**config.mk**
```make
export PLATFORM = sky130hd
export DESIGN_NAME = fft_stream_ctrl
export DESIGN_NICKNAME = d
export VERILOG_FILES = /design/src/rtl/fft_stream_pkg.sv /design/src/rtl/fft_stream_ctrl_sync_fifo.sv /design/src/rtl/fft_stream_ctrl.sv
export SDC_FILE = /design/constraint.sdc
export NUM_CORES = 1
export LEC_CHECK = 0
export ABC_CLOCK_PERIOD_IN_PS = 2700
export CAP_MARGIN = 20
export CORE_MARGIN = 5
export CORE_UTILIZATION = 33
export CTS_CLUSTER_SIZE = 24
export DETAILED_ROUTE_END_ITERATION = 10
export HOLD_SLACK_MARGIN = 0.15
export PLACE_DENSITY = 0.6
export SKIP_LAST_GASP = 1
export SLEW_MARGIN = 20
export SYNTH_ARGS = -nofsm -noshare
export SYNTH_HDL_FRONTEND = slang
export SYNTH_SLANG_ARGS = --single-unit
```
**constraint.sdc**
```tcl
create_clock -name aclk -period 2.7 [get_ports aclk]
set_input_delay 0.27 -clock aclk [delete_from_list [all_inputs] [get_ports aclk]]
set_output_delay 0.27 -clock aclk [all_outputs]
set_load 0.01 [all_outputs]
```
**src/rtl/fft_stream_pkg.sv**
```systemverilog
// Shared definitions for the FFT stream controller.
//   fsm_state_e      : input-side controller states
//   CFG_*_DEFAULT    : default config words for forward / inverse transforms
//   abs_val()        : magnitude of a 32-bit two's-complement value, 33 bits wide so that
//                      the most negative input maps to a positive result without wrapping
package fft_stream_pkg;

    typedef enum logic [1:0] {
        StCfg,
        StFill,
        StStream
    } fsm_state_e;

    localparam logic [7:0] CFG_FWD_DEFAULT = 8'h01;
    localparam logic [7:0] CFG_INV_DEFAULT = 8'h00;

    function automatic logic [32:0] abs_val(input logic [31:0] v);
        logic [32:0] ext;
        ext = {v[31], v};
        return v[31] ? (~ext + 33'd1) : ext;
    endfunction

endpackage

```
**src/rtl/fft_stream_ctrl_sync_fifo.sv**
```systemverilog
// Synchronous FIFO with a registered head word.
//   clk, rst_n : clock, asynchronous active-low reset
//   push, din  : write strobe and data; a push into a full FIFO without a pop is dropped
//   pop        : read strobe; ignored when empty
//   head       : oldest stored word, registered, stable until the next pop
//   count      : number of stored words (0..2^FIFO_LOG2)
//   full/empty : occupancy flags
//   dropped    : a push was refused this cycle
module sync_fifo #(
    parameter int unsigned DATA_W    = 16,
    parameter int unsigned FIFO_LOG2 = 4
) (
    input  logic                 clk,
    input  logic                 rst_n,
    input  logic                 push,
    input  logic [DATA_W-1:0]    din,
    input  logic                 pop,
    output logic [DATA_W-1:0]    head,
    output logic [FIFO_LOG2:0]   count,
    output logic                 full,
    output logic                 empty,
    output logic                 dropped
);

    localparam int unsigned DEPTH = 2 ** FIFO_LOG2;

    logic [DATA_W-1:0]    mem [DEPTH];
    logic [FIFO_LOG2-1:0] wr_ptr_q, rd_ptr_q, rd_ptr_nxt;
    logic [FIFO_LOG2:0]   count_q;
    logic [DATA_W-1:0]    head_q;
    logic                 do_push, do_pop;

    assign full       = (count_q == (FIFO_LOG2 + 1)'(DEPTH));
    assign empty      = (count_q == '0);
    assign do_pop     = pop & ~empty;
    // A full FIFO still accepts a push in the same cycle as a pop.
    assign do_push    = push & (~full | do_pop);
    assign dropped    = push & full & ~do_pop;
    assign rd_ptr_nxt = rd_ptr_q + 1'b1;
    assign head       = head_q;
    assign count      = count_q;

    always_ff @(posedge clk) begin
        if (do_push) begin
            mem[wr_ptr_q] <= din;
        end
    end

    always_ff @(posedge clk or negedge rst_n) begin
        if (!rst_n) begin
            wr_ptr_q <= '0;
            rd_ptr_q <= '0;
            count_q  <= '0;
            head_q   <= '0;
        end else begin
            if (do_push) begin
                wr_ptr_q <= wr_ptr_q + 1'b1;
            end
            if (do_pop) begin
                rd_ptr_q <= rd_ptr_nxt;
            end
            case ({do_push, do_pop})
                2'b10:   count_q <= count_q + 1'b1;
                2'b01:   count_q <= count_q - 1'b1;
                default: count_q <= count_q;
            endcase
            // Head tracks mem[rd_ptr]; when the next word is only arriving this cycle
            // it is taken straight from din.
            if (do_pop) begin
                if (count_q > (FIFO_LOG2 + 1)'(1)) begin
                    head_q <= mem[rd_ptr_nxt];
                end else if (do_push) begin
                    head_q <= din;
                end
            end else if (empty && do_push) begin
                head_q <= din;
            end
        end
    end

endmodule

```
**src/rtl/fft_stream_ctrl.sv**
```systemverilog
// AXI-stream controller between an audio sample source and an FFT core.
//   aclk, aresetn            : clock, asynchronous active-low reset (deassertion synchronised)
//   sample_in, sample_valid  : real input samples, buffered into frames of N = 2^NFFT_LOG2
//   inverse                  : transform direction request, taken only at frame boundaries
//   s_axis_config_*          : config word to the core (CFG_FWD / CFG_INV)
//   s_axis_data_*            : frame stream to the core, {real, imag=0}, tlast on point N-1
//   m_axis_data_*            : result stream from the core, bin index in tuser
//   bin_index/bin_mag/bin_valid : first-half-spectrum bins with |re|+|im|, one cycle latency
//   frame_done               : pulse one cycle after the result beat carrying tlast
//   overflow                 : sticky, a sample was dropped because the FIFO was full
module fft_stream_ctrl
    import fft_stream_pkg::*;
#(
    parameter int unsigned      DATA_W    = 16,
    parameter int unsigned      NFFT_LOG2 = 3,
    parameter int unsigned      FIFO_LOG2 = NFFT_LOG2 + 1,
    parameter int unsigned      CFG_W     = 8,
    parameter logic [CFG_W-1:0] CFG_FWD   = CFG_FWD_DEFAULT,
    parameter logic [CFG_W-1:0] CFG_INV   = CFG_INV_DEFAULT
) (
    input  logic                   aclk,
    input  logic                   aresetn,
    input  logic [DATA_W-1:0]      sample_in,
    input  logic                   sample_valid,
    input  logic                   inverse,
    output logic [CFG_W-1:0]       s_axis_config_tdata,
    output logic                   s_axis_config_tvalid,
    input  logic                   s_axis_config_tready,
    output logic [2*DATA_W-1:0]    s_axis_data_tdata,
    output logic                   s_axis_data_tvalid,
    input  logic                   s_axis_data_tready,
    output logic                   s_axis_data_tlast,
    input  logic [2*DATA_W-1:0]    m_axis_data_tdata,
    input  logic [15:0]            m_axis_data_tuser,
    input  logic                   m_axis_data_tvalid,
    output logic                   m_axis_data_tready,
    input  logic                   m_axis_data_tlast,
    output logic [NFFT_LOG2-2:0]   bin_index,
    output logic [DATA_W:0]        bin_mag,
    output logic                   bin_valid,
    output logic                   frame_done,
    output logic                   overflow
);

    localparam int unsigned N     = 2 ** NFFT_LOG2;
    localparam int unsigned MAG_W = DATA_W + 1;
    localparam logic [NFFT_LOG2-1:0] LastBeat = NFFT_LOG2'(N - 1);
    localparam logic [NFFT_LOG2-1:0] PreLast  = NFFT_LOG2'(N - 2);

    // Reset synchroniser: assert immediately, release two clocks later.
    logic rst_meta_q, rst_sync_q;

    always_ff @(posedge aclk or negedge aresetn) begin
        if (!aresetn) begin
            rst_meta_q <= 1'b0;
            rst_sync_q <= 1'b0;
        end else begin
            rst_meta_q <= 1'b1;
            rst_sync_q <= rst_meta_q;
        end
    end

    // Input FIFO
    logic [DATA_W-1:0]  fifo_head;
    logic [FIFO_LOG2:0] fifo_count;
    logic               fifo_full, fifo_empty, fifo_dropped;
    logic               data_hs;

    sync_fifo #(
        .DATA_W    (DATA_W),
        .FIFO_LOG2 (FIFO_LOG2)
    ) u_fifo (
        .clk     (aclk),
        .rst_n   (rst_sync_q),
        .push    (sample_valid),
        .din     (sample_in),
        .pop     (data_hs),
        .head    (fifo_head),
        .count   (fifo_count),
        .full    (fifo_full),
        .empty   (fifo_empty),
        .dropped (fifo_dropped)
    );

    // Input-side FSM
    fsm_state_e           state_q;
    logic                 mode_q;
    logic [CFG_W-1:0]     cfg_tdata_q;
    logic                 cfg_tvalid_q;
    logic                 data_tvalid_q;
    logic                 data_tlast_q;
    logic [NFFT_LOG2-1:0] beat_q;
    logic                 overflow_q;
    logic                 frame_ready, next_frame_ready;

    assign data_hs          = data_tvalid_q & s_axis_data_tready;
    assign frame_ready      = (fifo_count >= (FIFO_LOG2 + 1)'(N));
    // Evaluated on the final pop: at least N words must remain afterwards.
    assign next_frame_ready = (fifo_count > (FIFO_LOG2 + 1)'(N));

    always_ff @(posedge aclk or negedge rst_sync_q) begin
        if (!rst_sync_q) begin
            state_q       <= StCfg;
            mode_q        <= 1'b0;
            cfg_tdata_q   <= '0;
            cfg_tvalid_q  <= 1'b0;
            data_tvalid_q <= 1'b0;
            data_tlast_q  <= 1'b0;
            beat_q        <= '0;
        end else begin
            case (state_q)
                StCfg: begin
                    if (!cfg_tvalid_q) begin
                        // Only reached straight after reset: take the mode now.
                        mode_q       <= inverse;
                        cfg_tdata_q  <= inverse ? CFG_INV : CFG_FWD;
                        cfg_tvalid_q <= 1'b1;
                    end else if (s_axis_config_tready) begin
                        cfg_tvalid_q <= 1'b0;
                        state_q      <= StFill;
                    end
                end
                StFill: begin
                    if (frame_ready) begin
                        state_q       <= StStream;
                        data_tvalid_q <= 1'b1;
                        data_tlast_q  <= 1'b0;
                        beat_q        <= '0;
                    end
                end
                StStream: begin
                    if (data_hs) begin
                        if (beat_q == LastBeat) begin
                            beat_q       <= '0;
                            data_tlast_q <= 1'b0;
                            if (inverse != mode_q) begin
                                mode_q        <= inverse;
                                cfg_tdata_q   <= inverse ? CFG_INV : CFG_FWD;
                                cfg_tvalid_q  <= 1'b1;
                                data_tvalid_q <= 1'b0;
                                state_q       <= StCfg;
                            end else if (!next_frame_ready) begin
                                data_tvalid_q <= 1'b0;
                                state_q       <= StFill;
                            end
                        end else begin
                            beat_q       <= beat_q + 1'b1;
                            data_tlast_q <= (beat_q == PreLast);
                        end
                    end
                end
                default: state_q <= StCfg;
            endcase
        end
    end

    always_ff @(posedge aclk or negedge rst_sync_q) begin
        if (!rst_sync_q) begin
            overflow_q <= 1'b0;
        end else if (fifo_dropped) begin
            overflow_q <= 1'b1;
        end
    end

    assign s_axis_config_tdata  = cfg_tdata_q;
    assign s_axis_config_tvalid = cfg_tvalid_q;
    assign s_axis_data_tdata    = {fifo_head, {DATA_W{1'b0}}};
    assign s_axis_data_tvalid   = data_tvalid_q;
    assign s_axis_data_tlast    = data_tlast_q;
    assign overflow             = overflow_q;

    // Output path
    logic                   m_tready_q;
    logic                   m_hs;
    logic [NFFT_LOG2-1:0]   m_bin;
    logic                   in_half;
    logic [DATA_W-1:0]      res_re, res_im;
    logic [MAG_W-1:0]       mag_d;
    logic                   bin_valid_q, frame_done_q;
    logic [NFFT_LOG2-2:0]   bin_index_q;
    logic [MAG_W-1:0]       bin_mag_q;

    assign m_hs    = m_axis_data_tvalid & m_tready_q;
    assign m_bin   = m_axis_data_tuser[NFFT_LOG2-1:0];
    assign in_half = ~m_bin[NFFT_LOG2-1];
    assign res_re  = m_axis_data_tdata[2*DATA_W-1:DATA_W];
    assign res_im  = m_axis_data_tdata[DATA_W-1:0];
    // Each |x| fits in DATA_W bits, so the sum always fits in DATA_W+1.
    assign mag_d   = MAG_W'(abs_val(32'($signed(res_re))) + abs_val(32'($signed(res_im))));

    always_ff @(posedge aclk or negedge rst_sync_q) begin
        if (!rst_sync_q) begin
            m_tready_q   <= 1'b0;
            bin_valid_q  <= 1'b0;
            frame_done_q <= 1'b0;
            bin_index_q  <= '0;
            bin_mag_q    <= '0;
        end else begin
            m_tready_q   <= 1'b1;
            bin_valid_q  <= m_hs & in_half;
            frame_done_q <= m_hs & m_axis_data_tlast;
            if (m_hs && in_half) begin
                bin_index_q <= m_bin[NFFT_LOG2-2:0];
                bin_mag_q   <= mag_d;
            end
        end
    end

    assign m_axis_data_tready = m_tready_q;
    assign bin_valid          = bin_valid_q;
    assign frame_done         = frame_done_q;
    assign bin_index          = bin_index_q;
    assign bin_mag            = bin_mag_q;

endmodule

```
==> out/results.ini, run 1 <==
[outcome]
status=completed

[route]
drtIter0Drc=623
drc_errors=0
vias_per_cell=4.97
drt_wl_total_um=32400
vias=8333
first_pass_iters=5
wl_per_cell_um=19.3
ant_nets=0

[global_routing]
grt_max_degree=49
grt_pass1_wl_um=50000
track_usage_pct=13.6
grt_pass1_vias=8488
grt_overflow_total=0
grt_antenna_before_repair=0

[place]
dp_hpwl_um=21200
routabilityCongestion=0.763
dpl_worst_slack_ps=-940
placed_cells=1608
io_buffers=101

[clock_tree]
cts.sinks=320
clock_latency_ps=530
cts_tree=yes
cts_root_buffer=clkbuf_16
cts_buffers=34
cts_max_level=2
clk_pin_slew_ps=60
clock_path_buffers=3

[timing]
final_hold_viol_count=0
period_minus_slack_ps=2690
setup_ws_ps=7.51
clock.fmax_mhz=371
worst_slew_pin_slew_ps=778
relSlewSlack_pct=48.2
period_share_pct=99.7
rsz0062_at_grt=yes
finalSetupViolations=0
drv_slew=0
tns_ps=0
fin_skew_ps=22.8

[power_and_ir_drop]
power_mw=18.1
power_density_nw_per_um2=1000
irDropWorstVdd_mv=0.716
p_leak_nw=6.44

[logic_synthesis]
synth_flop_cell=edfxtp_1
yosysTopAreaCell=edfxtp_1
synth.top_cell.area_share_pct=54.5
syn_area_um2=14100
yosysSeqAreaShare_pct=65.9
async_flop_share_pct=20.0
synth-seq-cells=320
yosys-top-cells-area=edfxtp_1 55%, dfrtp_1 11%, mux4_2 10%
post_synth.cell_area_avg_um2=15.9
synth-edff-count=256
ys_warn_count=0
yosysUniqueCellTypes=56
netlist_instances=888

[die]
die_h_um=217
pin_count=138
die_w_um=217
row_count=75
start_util_pct=33.5
dieArea_um2=46900
core_area_um2=42100

[layout]
finalNetCount=1215
fin_cells=1676
diodes=0
most-common-layout-cells=256 x edfxtp_1, 111 x buf_4, 93 x clkdlybuf4s50_1
area_growth_pct=27.6
drive_gt1_share_pct=26.6
final_common_cell=edfxtp_1
fillCellCount=3755

[critical_path]
cp_max_fo=3
arrival_ps=3100
cp_common_cell=or4_4
cpPeakStageDelay_ps=530
path_delay_family=simple AND/OR/NAND/NOR gates
required_ps=3110
slowest_stage=or4_4
crit_type=in -> reg
worstPathBufferInverterCount=1
worstPathCellList=buf_6 > or4_4 > or3_4 > or4_4 > o31ai_4 > xnor2_2 > ha_1 > nand2_1 > a311o_1 > a22oi_2 > xnor2_1 > o21ai_1
endpoint_kind=register
critPathLaunchType=input port

[job]
maxCapViolCount=0

[hold_path]
hold_class=in -> reg

## through the flow
step                      cell area, um^2  utilization [%]  hold WS [ps]
after detailed placement            16800             39.8           335
after CTS                           17900             42.4           263
after global placement              16800             39.8           333
after global routing                18000             42.7           302
after floorplan                     14200                -         -25.6
final                               18000             42.7           286
## tightest hold or removal path, cell delays in order
cell             delay, ps
clkdlybuf4s50_1        400
nand2_1                 60
nand2_1                 40
## path summary, 6_finish.rpt
path | from | to | slack [ps] | cells after the start
setup / recovery | m_axis_data_tdata[22] | bin_mag[14]$_DFFE_PN0P_ | 8 | 12
hold / removal | m_axis_data_tuser[0] | bin_index[0]$_DFFE_PN0P_ | 290 | 3
setup reg to reg | u_fifo.rd_ptr_q[0]$_DFFE_PN0P_ | u_fifo.head[9]$_DFFE_PN0P_ | 180 | 7
hold reg to reg | rst_sync_q$_DFF_PN0_ | bin_mag[12]$_DFFE_PN0P_ | 350 | 0
max in group asynchronous | rst_sync_q$_DFF_PN0_ | bin_mag[5]$_DFFE_PN0P_ | 1680 | 1
min in group asynchronous | rst_sync_q$_DFF_PN0_ | bin_mag[12]$_DFFE_PN0P_ | 350 | 0
## area by class of cell
cell class | instances | area [um^2] | share of cell area [%]
well taps | 539 | 674 | 3.75
multi-input cells | 506 | 4740 | 26.4
repair buffers | 228 | 2130 | 11.9
clock buffers | 46 | 906 | 5.04
inverters | 21 | 78.8 | 0.438
clock inverters | 16 | 156 | 0.870
flip-flops and latches | 320 | 9290 | 51.7
## logic make-up (layout without fill, tap and decap cells)
group,count (synthesis),after routing,synth area share [%]
other cells,2,25,0.0533
simple gates,158,158,5.56
fa+ha+maj,32,32,2.89
xor+xnor,53,53,3.29
mux,84,84,11.7
buf+inv,85,311,2.97
compound gates,154,154,7.67
flops,320,320,65.9
## registers in the layout, summed over array words and instances, names as in the netlist, 3 cells and up
name,flops
u_fifo.mem,256
u_fifo.head,16
bin_mag,17
u_fifo.count,5
u_fifo.rd_ptr_q,4
u_fifo.wr_ptr_q,4
beat_q,3
## per-layer routing
metal | wire length (um) | vias to the layer above | track usage, %
li1 | - | 3887 | -
met2 | 15400 | 187 | 22.0
met3 | 1470 | 39 | 2.22
met5 | 0 | - | 0
met4 | 507 | 0 | 3.14
met1 | 14900 | 4220 | 19.5
## cell usage after synthesis, drive strengths merged (13+ instances only)
cell,number
edfxtp,256
dfrtp,64
mux4,64
nand2,48
xnor2,40
nor2,39
o21ai,37
buf,36
a211oi,35
ha,31
clkbuf,28
a21oi,22
inv,20
mux2i,18
nor2b,18
a221o,16
xor2,13
## where the power goes
| part | internal [mW] | switching (mW) | leakage [nW] |
|---|---|---|---|
| Combinational | 3.55 | 3.46 | 2.84 |
| Clock | 2.51 | 1.93 | 0.517 |
| Sequential | 6.13 | 0.497 | 3.08 |
| Total | 12.2 | 5.88 | 6.44 |
## what timing repair did
action	4_1_cts	5_1_grt
hold buffers	1	0
pin swaps	14	10
setup endpoints to repair	7	24
gates cloned	0	0
endpoints found under the hold margin	2	0
gates resized for setup	43	21
setup buffers	2	3
(Power assumes the default switching activity.)
==> inputs of run 2 (changes only) <==
SETUP_SLACK_MARGIN = 0.15   (was not set)
==> run 2 against run 1 <==
Compared with the run above: the run now ends with negative setup slack left; clock skew is 4.1 ps higher; critical path depth stayed put; worst setup slack worse by 150 ps; register-to-register slack better by 100 ps; flip-flop and latch count stayed put; cell count is 0.78% higher; global-route usage is 0.13 points higher; cell area is 1.5% higher; sequential power hardly changed; routed wire length is 1.6% higher; sequential share of layout area is 0.75 points lower.
==> out/results.ini, run 2 (same netlist as run 1, synthesis figures left out) <==
[outcome]
status=finished, violations left
violations=negative setup slack

[layout]
finalNetCount=1227  ; +0.99%
most-common-layout-cells=256 x edfxtp_1, 111 x buf_4, 88 x clkdlybuf4s50_1
diodes=0  ; unchanged
top_register=u_fifo.mem
largest_register_ff_count=256  ; unchanged
final_common_cell=edfxtp_1
fillCellCount=3756  ; +0.027%
area_growth_pct=29.4
seq_area_um2=9290  ; unchanged
multi_input_area_um2=4800  ; +1.2%
drive_gt1_share_pct=28.0  ; +1.4 points

[clock_tree]
clk_pin_slew_ps=60  ; about the same
clock_path_buffers=3  ; unchanged
cts_buffers=35  ; +2.9%
cts_tree=yes
cts_root_buffer=clkbuf_16
cts.sinks=320  ; unchanged
clock_latency_ps=530  ; about the same
cts_max_level=2  ; unchanged

[place]
dpl_worst_slack_ps=-990  ; -49.9 ps
routabilityCongestion=0.796  ; +4.2%
dp_hpwl_um=21600  ; +2.0%
io_buffers=101  ; unchanged

[critical_path]
ff2ff_setup_slack_ps=280  ; +100 ps
arrival_ps=3240  ; +140 ps
cp_max_fo=3  ; unchanged
crit_type=in -> reg
required_ps=3090  ; -20 ps
critPathLaunchType=input port
endpoint_kind=register

[die]
pin_count=138  ; unchanged
start_util_pct=33.5  ; unchanged
die_h_um=217  ; unchanged
dieArea_um2=46900  ; unchanged
die_w_um=217  ; unchanged
core_area_um2=42100  ; unchanged
row_count=75  ; unchanged

[timing]
rsz0062_at_grt=yes
drv_slew=0  ; unchanged
fin_skew_ps=26.9  ; +4.15 ps
holdWs_ps=204  ; -81.7 ps
clock.fmax_mhz=351  ; -5.4%
final_hold_viol_count=0  ; unchanged
period_minus_slack_ps=2850  ; +154 ps
period_share_pct=105  ; +5.7 points
finalSetupViolations=5  ; +5
relSlewSlack_pct=48.8  ; +0.70 points
setup_ws_ps=-147  ; -154 ps
worst_slew_pin_slew_ps=767  ; -10.9 ps

[power_and_ir_drop]
clockPowerShare_pct=25.2  ; +0.7 points
internal_power_mw=12.5  ; +2.7%
power_density_nw_per_um2=1010  ; +0.82%
p_switching_mw=5.97  ; +1.5%
p_leak_nw=6.59  ; +2.3%
pwr-share-comb_pct=39.0  ; +0.2 points
power_frac_seq_pct=35.8  ; -0.9 points
irDropWorstVdd_mv=0.681  ; -4.8%
swShare_pct=32.3  ; -0.25 points

[route]
ant_nets=0  ; unchanged
drt_wl_total_um=32900  ; +1.6%
first_pass_iters=5  ; unchanged
drc_errors=0  ; unchanged
drtIter0Drc=489  ; -22%
vias_per_cell=4.98  ; +0.19%
wl_per_cell_um=19.5  ; +0.79%
vias=8414  ; +0.97%

[global_routing]
grt_pass1_vias=8579  ; +1.1%
grt_antenna_before_repair=1  ; +1
track_usage_pct=13.8  ; +0.13 points
grt_overflow_total=0  ; unchanged
grt_max_degree=63  ; +29%
grt_pass1_wl_um=50500  ; +0.87%

[job]
maxCapViolCount=0  ; unchanged

[hold_path]
hold_class=in -> reg

[run 2: critical path, cell delays in order]
cell	delay, ps
buf_6	90
or4_4	530
or3_4	350
or4_4	530
o31ai_4	210
xnor2_2	90
ha_1	350
nand2_2	80
a311o_1	340
a22oi_2	180
xnor2_1	140
o21ai_1	70
[run 2: power groups by stage]
stage	combinational, mW	sequential, mW	clock [mW]
2_1_floorplan	4.39	6.61	0
3_3_place_gp	7.07	6.69	0
3_5_place_dp	7.14	6.72	0
4_1_cts	7.24	6.62	4.80
5_1_grt	7.83	6.71	4.99
6_report	7.21	6.62	4.65
[run 2: path summary, 6_finish.rpt]
path	start	end	cells after the start
worst max-delay path	m_axis_data_tdata[19]	bin_mag[14]$_DFFE_PN0P_	12
worst min-delay path	m_axis_data_tdata[16]	bin_mag[0]$_DFFE_PN0P_	5
worst min register to register	rst_sync_q$_DFF_PN0_	s_axis_data_tvalid$_DFFE_PN0P_	1
min in group asynchronous	rst_sync_q$_DFF_PN0_	s_axis_data_tvalid$_DFFE_PN0P_	1
max in group asynchronous	rst_sync_q$_DFF_PN0_	u_fifo.rd_ptr_q[0]$_DFFE_PN0P_	1
worst max register to register	u_fifo.rd_ptr_q[0]$_DFFE_PN0P_	u_fifo.head[10]$_DFFE_PN0P_	7
[run 2: final cells by class]
cell class                      count  share of cell area [%]
Sequential cell                   320                    50.9
Clock inverter                     12                   0.583
Multi-Input combinational cell    506                    26.3
Timing Repair Buffer              239                    12.4
Tap cell                          539                    3.70
Inverter                           21                   0.432
Clock buffer                       52                    5.61
[run 2: repair_timing]
| item | in CTS | in global routing |
|---|---|---|
| hold buffers | 1 | 0 |
| gates resized for setup | 50 | 34 |
| endpoints found under the hold margin | 2 | 0 |
| setup endpoints to repair | 9 | 33 |
| setup buffers | 5 | 5 |
| gates cloned | 0 | 0 |
| pin swaps | 23 | 32 |
[run 2: through the flow]
step | setup TNS [ps] | utilization (%) | cell area [um^2] | power (mW) | instances
global placement | -6840 | 40.0 | 16800 | 13.8 | 1614
finish | -400 | 43.3 | 18200 | 18.5 | 1689
global route | -1090 | 43.3 | 18200 | 19.5 | 1689
detailed placement | -7170 | 40.0 | 16800 | 13.9 | 1614
floorplan | -1200 | - | 14200 | 11.0 | 911
CTS | -897 | 43.0 | 18100 | 18.7 | 1684
[run 2: metal layers]
layer	track usage [%]	routed length, um	vias up
li1	-	-	3900
met1	19.5	14700	4254
met3	2.86	2000	38
met4	3.01	529	0
met2	22.0	15600	222
met5	0	0	-
